$ cat src/rtl/lighting_pkg.sv
// Shared constants, mode encodings and seek FSM states for the lighting sequencer.
// The colour-legality helper keeps the 001..110 range definition in one place.
package lighting_pkg;

    localparam logic [2:0] COL_FIRST = 3'b001;
    localparam logic [2:0] COL_LAST  = 3'b110;

    localparam logic [1:0] MODE_HOLD   = 2'b00;
    localparam logic [1:0] MODE_MANUAL = 2'b01;
    localparam logic [1:0] MODE_AUTO   = 2'b10;
    localparam logic [1:0] MODE_SEEK   = 2'b11;

    localparam logic [2:0] MAX_SEEK_STEPS = 3'd6;

    typedef enum logic [1:0] {
        ST_IDLE       = 2'd0,
        ST_SEEK_CHECK = 2'd1,
        ST_SEEK_WAIT  = 2'd2
    } state_t;

    function automatic logic colour_legal(input logic [2:0] c);
        return (c >= COL_FIRST) && (c <= COL_LAST);
    endfunction

endpackage

$ cat src/rtl/btn_debounce.sv
// Push-button conditioner: two-flop synchroniser, stability counter and a
// one-cycle pulse on each accepted 0-to-1 level change.
module btn_debounce #(
    parameter int DEBOUNCE_CYCLES = 4
) (
    input  logic clk,
    input  logic rst,
    input  logic din,
    output logic rise
);

    localparam int CW = $clog2(DEBOUNCE_CYCLES + 1);

    logic          sync1;
    logic          sync2;
    logic          level;
    logic [CW-1:0] cnt;

    always_ff @(posedge clk or posedge rst) begin
        if (rst) begin
            sync1 <= 1'b0;
            sync2 <= 1'b0;
            level <= 1'b0;
            cnt   <= '0;
            rise  <= 1'b0;
        end else begin
            sync1 <= din;
            sync2 <= sync1;
            rise  <= 1'b0;
            // Any sample agreeing with the accepted level restarts the stability run.
            if (sync2 == level) begin
                cnt <= '0;
            end else if (cnt == CW'(DEBOUNCE_CYCLES - 1)) begin
                level <= sync2;
                cnt   <= '0;
                rise  <= sync2;
            end else begin
                cnt <= cnt + 1'b1;
            end
        end
    end

endmodule

$ cat src/rtl/lighting_ctrl.sv
// Advance-pulse sequencer for the lighting block: manual, auto-timer and
// seek-to-target sources muxed onto a single registered button output.
module lighting_ctrl
    import lighting_pkg::*;
#(
    parameter int DEBOUNCE_CYCLES = 4,
    parameter int AUTO_PERIOD     = 8
) (
    input  logic       clk,
    input  logic       rst,
    input  logic       btn_raw,
    input  logic [1:0] mode,
    input  logic [2:0] target,
    input  logic       target_valid,
    input  logic [2:0] colour_in,
    output logic       button,
    output logic       busy,
    output logic       done,
    output logic       err
);

    state_t     state, state_nx;
    logic [1:0] mode_q;
    logic [7:0] auto_cnt, auto_nx;
    logic [2:0] step_cnt, step_nx;
    logic [2:0] tgt, tgt_nx;
    logic       bad_pend, bad_nx;
    logic       button_nx, busy_nx, done_nx, err_nx;
    logic       rise;

    btn_debounce #(.DEBOUNCE_CYCLES(DEBOUNCE_CYCLES)) u_debounce (
        .clk  (clk),
        .rst  (rst),
        .din  (btn_raw),
        .rise (rise)
    );

    always_comb begin
        state_nx  = state;
        auto_nx   = 8'd0;
        step_nx   = step_cnt;
        tgt_nx    = tgt;
        bad_nx    = 1'b0;
        button_nx = 1'b0;
        busy_nx   = busy;
        done_nx   = 1'b0;
        err_nx    = 1'b0;
        case (state)
            ST_IDLE: begin
                busy_nx = 1'b0;
                // An illegal request is reported one cycle after its strobe.
                if (bad_pend) begin
                    done_nx = 1'b1;
                    err_nx  = 1'b1;
                end
                case (mode_q)
                    MODE_MANUAL: button_nx = rise;
                    MODE_AUTO: begin
                        if (auto_cnt == 8'(AUTO_PERIOD - 1)) begin
                            button_nx = 1'b1;
                        end else begin
                            auto_nx = auto_cnt + 8'd1;
                        end
                    end
                    MODE_SEEK: begin
                        if (target_valid) begin
                            tgt_nx = target;
                            if (colour_legal(target)) begin
                                busy_nx  = 1'b1;
                                step_nx  = 3'd0;
                                state_nx = ST_SEEK_CHECK;
                            end else begin
                                bad_nx = 1'b1;
                            end
                        end
                    end
                    default: ;
                endcase
            end
            ST_SEEK_CHECK: begin
                if (colour_in == tgt) begin
                    done_nx  = 1'b1;
                    busy_nx  = 1'b0;
                    state_nx = ST_IDLE;
                end else if (!colour_legal(colour_in) || step_cnt == MAX_SEEK_STEPS) begin
                    done_nx  = 1'b1;
                    err_nx   = 1'b1;
                    busy_nx  = 1'b0;
                    state_nx = ST_IDLE;
                end else begin
                    button_nx = 1'b1;
                    step_nx   = step_cnt + 3'd1;
                    state_nx  = ST_SEEK_WAIT;
                end
            end
            // Compare only after lighting has consumed the pulse, so no overshoot.
            ST_SEEK_WAIT: state_nx = ST_SEEK_CHECK;
            default:      state_nx = ST_IDLE;
        endcase
    end

    always_ff @(posedge clk or posedge rst) begin
        if (rst) begin
            state    <= ST_IDLE;
            mode_q   <= MODE_HOLD;
            auto_cnt <= 8'd0;
            step_cnt <= 3'd0;
            tgt      <= COL_FIRST;
            bad_pend <= 1'b0;
            button   <= 1'b0;
            busy     <= 1'b0;
            done     <= 1'b0;
            err      <= 1'b0;
        end else begin
            state    <= state_nx;
            mode_q   <= mode;
            auto_cnt <= auto_nx;
            step_cnt <= step_nx;
            tgt      <= tgt_nx;
            bad_pend <= bad_nx;
            button   <= button_nx & ~button;
            busy     <= busy_nx;
            done     <= done_nx;
            err      <= err_nx;
        end
    end

endmodule

$ cat config.mk
export PLATFORM = sky130hd
export DESIGN_NAME = lighting_ctrl
export DESIGN_NICKNAME = d
export VERILOG_FILES = /design/src/rtl/lighting_pkg.sv /design/src/rtl/btn_debounce.sv /design/src/rtl/lighting_ctrl.sv
export SDC_FILE = /design/constraint.sdc
export NUM_CORES = 1
export LEC_CHECK = 0
export BUFFER_PORTS_ARGS = -buffer_cell sky130_fd_sc_hd__buf_2
export CAP_MARGIN = 20
export CORE_UTILIZATION = 31
export DETAILED_ROUTE_END_ITERATION = 8
export MAX_ROUTING_LAYER = met4
export SLEW_MARGIN = 20
export SYNTH_ARGS = -nofsm -noshare
export SYNTH_HDL_FRONTEND = slang
export SYNTH_HIERARCHICAL = 1
export SYNTH_SLANG_ARGS = --single-unit
$ cat constraint.sdc
create_clock -name clk -period 2.2 [get_ports clk]
set_clock_uncertainty 0.05 [all_clocks]
set_input_delay 0.44 -clock clk [delete_from_list [all_inputs] [get_ports clk]]
set_output_delay 0.44 -clock clk [all_outputs]
set_load 0.1 [all_outputs]
==> metrics.txt <==
outcome finished clean; first-pass GRT wire length 3981 um; post-synth top area cell dfrtp_1; Worst VDD drop 0.6377 mV; Rows 23; startpoint types flop; Total Power around 0.0015 W; WP depth 6; number of synthesized flops with an enable pin 0; Worst Path Required 2.31 ns; Pleak 0.8052 nW; Core Footprint ~4100 um2; Clock Tree Buf Depth 2; Post-Syn Nets 138; DRT iter0 DRCs 37; Hold Fails Final Rpt 0; Hold Path Class in -> async; largest net degree at the start of global routing 24; Post-route DRC 0; post-synthesis cell type count 34; Ys Warns 6; final net count 159; Critical Path Max Stage Delay 0.49 ns; H-tree depth 2; hold_buf cts 0; CTS tree built; total grt overflow 0; Final Cell Area around 1600 um2; routed wire length 2291 um; Post-synth ARST share 100.0%; family with the most delay on the worst path simple AND/OR/NAND/NOR gates; crit path cell chain inv_1, ha_1, nand2_1, nand3_1, or3_1, a31o_1; FF+latch count, synth 30; Crit. End Element flop; post-CTS resize count 0; post-route ant nets 0; Main synth FF type dfrtp_1; CTS Buf Count 5; vias 901; reg2reg path depth 6; I/O Pins 16; Mapped Cells 119; min cycle time layout 1.729 ns; Die Span Y 68.88 um; RSZ-0062 raised after global routing false; final setup fails 0; WL/cell 11.99 um; Clock transition at path regs 0.06 ns; R2R setup slack 0.47 ns; Mapped Area 1386 um2; max-cap violations 0; Initial Util 33.45%; WP data arrival between 1.5 and 2 ns; vias in the first global route 910; Slew Limit Fails 0; Worst-Margin Slew 0.4849 ns; syn_area_per_cell 11.65 um2; R2R Path End step_cnt[1]; DRT Pass-1 Iters 4; worst skew pair latency 0.27 ns; worst r2r src step_cnt[0]; Buf/Inv on CP 1; Setup Fix Bufs, Post-CTS 0; PortBufs 15; WS Path Type reg -> reg; Rel. slew slack 67.90%; dpl hpwl 1763 um; Root Buffer clkbuf_8; Total GRT Usage 12.18%; period utilization 78.59%; CP max stage cell or3_1; die area 4744 um2; initial antenna violation count 0; Worst Hold Slack about 0.042 ns; routability congestion estimate from global placement 0.7616; Critical path origin step_cnt[0]; Crit Path Max Fanout 5; most common cell in the netlist dfrtp_1; CP endpoint step_cnt[1]; share of cells above drive strength 1 roughly a quarter; Clock Sinks 30; Via density roughly 4.7; Max Freq 0.5784 GHz; DP Area 1515 um2; top post-synthesis cells by count dfrtp_1 (29), nor2_1 (12), inv_1 (9), nand3_1 (9), xor2_1 (9); Area Growth Syn to Fin 15.88%; Seq/Total Area, Yosys 54.24%; TNS Setup 0 ns; Area contributors post-synth dfrtp_1 (52%), ha_1 (6.3%), xor2_1 (5.7%); Cell Pwr Density 960.4 nW/um2; die width 68.88 um; share of the synthesized area in the top cell type 52.35%; Ant. Diodes 0
-- stage by stage --
stage / cells / setup WS (ns) / utilization [%]
6_report: 191 / 0.4710 / 38.77
5_1_grt: 191 / 0.3697 / 38.77
3_5_place_dp: 183 / 0.4273 / 36.56
2_1_floorplan: 119 / 0.5742 / -
3_3_place_gp: 183 / 0.4986 / 36.56
4_1_cts: 191 / 0.4624 / 38.77
-- where the power goes --
part	total [W]	switching (W)	internal, W
Clock	0.000440	0.000189	0.000252
Sequential	0.000734	0.0000804	0.000654
Combinational	0.000369	0.000224	0.000144
Total	0.00154	0.000494	0.00105
-- routing by layer --
metal | global-route usage (%) | wire [um] | up-vias
met3 | 4.441 | 102 | 0
met4 | 5.612 | 0 | 0
met5 | - | 0 | -
li1 | - | - | 452
met1 | 14.26 | 1085 | 435
met2 | 18.57 | 1103 | 14
-- final cells by class --
class	count	area (um2)
Tap cell	50	62.56
Clock buffer	7	86.33
Clock inverter	1	5.005
Multi-Input combinational cell	78	584.3
Fill cell	430	2537
Inverter	9	33.78
Timing Repair Buffer	16	82.58
Sequential cell	30	752.0
-- worst min-delay path by stage --
| stage | slack, ns | from | cells past startpoint | end |
|---|---|---|---|---|
| finish | 0.04 | rst | 2 | u_debounce/sync2 |
| detailed placement | 0.30 | u_debounce/sync1 | 0 | u_debounce/sync2 |
| CTS | 0.04 | rst | 2 | u_debounce/sync2 |
| floorplan | 0.19 | rst | 1 | u_debounce/cnt[0] |
| global route | 0.05 | rst | 2 | u_debounce/cnt[0] |
| global placement | 0.29 | u_debounce/sync1 | 0 | u_debounce/sync2 |
-- cell families after synthesis --
family	Yosys count	share of synthesized area, %
AOI/OAI and AO/OA	6	3.791
DFF	30	54.24
muxes	6	4.693
adders and majority gates	7	6.317
and+or+nand+nor	49	21.03
buffers and inverters	11	3.610
xor gates and xnor gates	10	6.318
-- registers in the layout (all words and copies together) (netlist names) --
register,count
button,1
step_cnt,3
u_debounce/sync2,1
bad_pend,1
busy,1
auto_cnt,8
done,1
state,2
mode_q,2
err,1
tgt,3
u_debounce/level,1
u_debounce/sync1,1
u_debounce/cnt,3
u_debounce/rise,1
-- cells in the final DEF, fill, tap and decap left out, types with 2 or more instances in the layout --
| master | count |
|---|---|
| ha_1 | 7 |
| nor4_1 | 2 |
| buf_2 | 15 |
| mux2_2 | 4 |
| nand2_1 | 4 |
| inv_1 | 9 |
| nand3_1 | 9 |
| xor2_1 | 9 |
| mux2i_1 | 2 |
| or3_1 | 2 |
| nor3b_1 | 2 |
| nor2_1 | 12 |
| and3_1 | 4 |
| nor3_1 | 4 |
| clkbuf_8 | 6 |
| dfrtp_1 | 29 |
(Power assumes the default switching activity.)
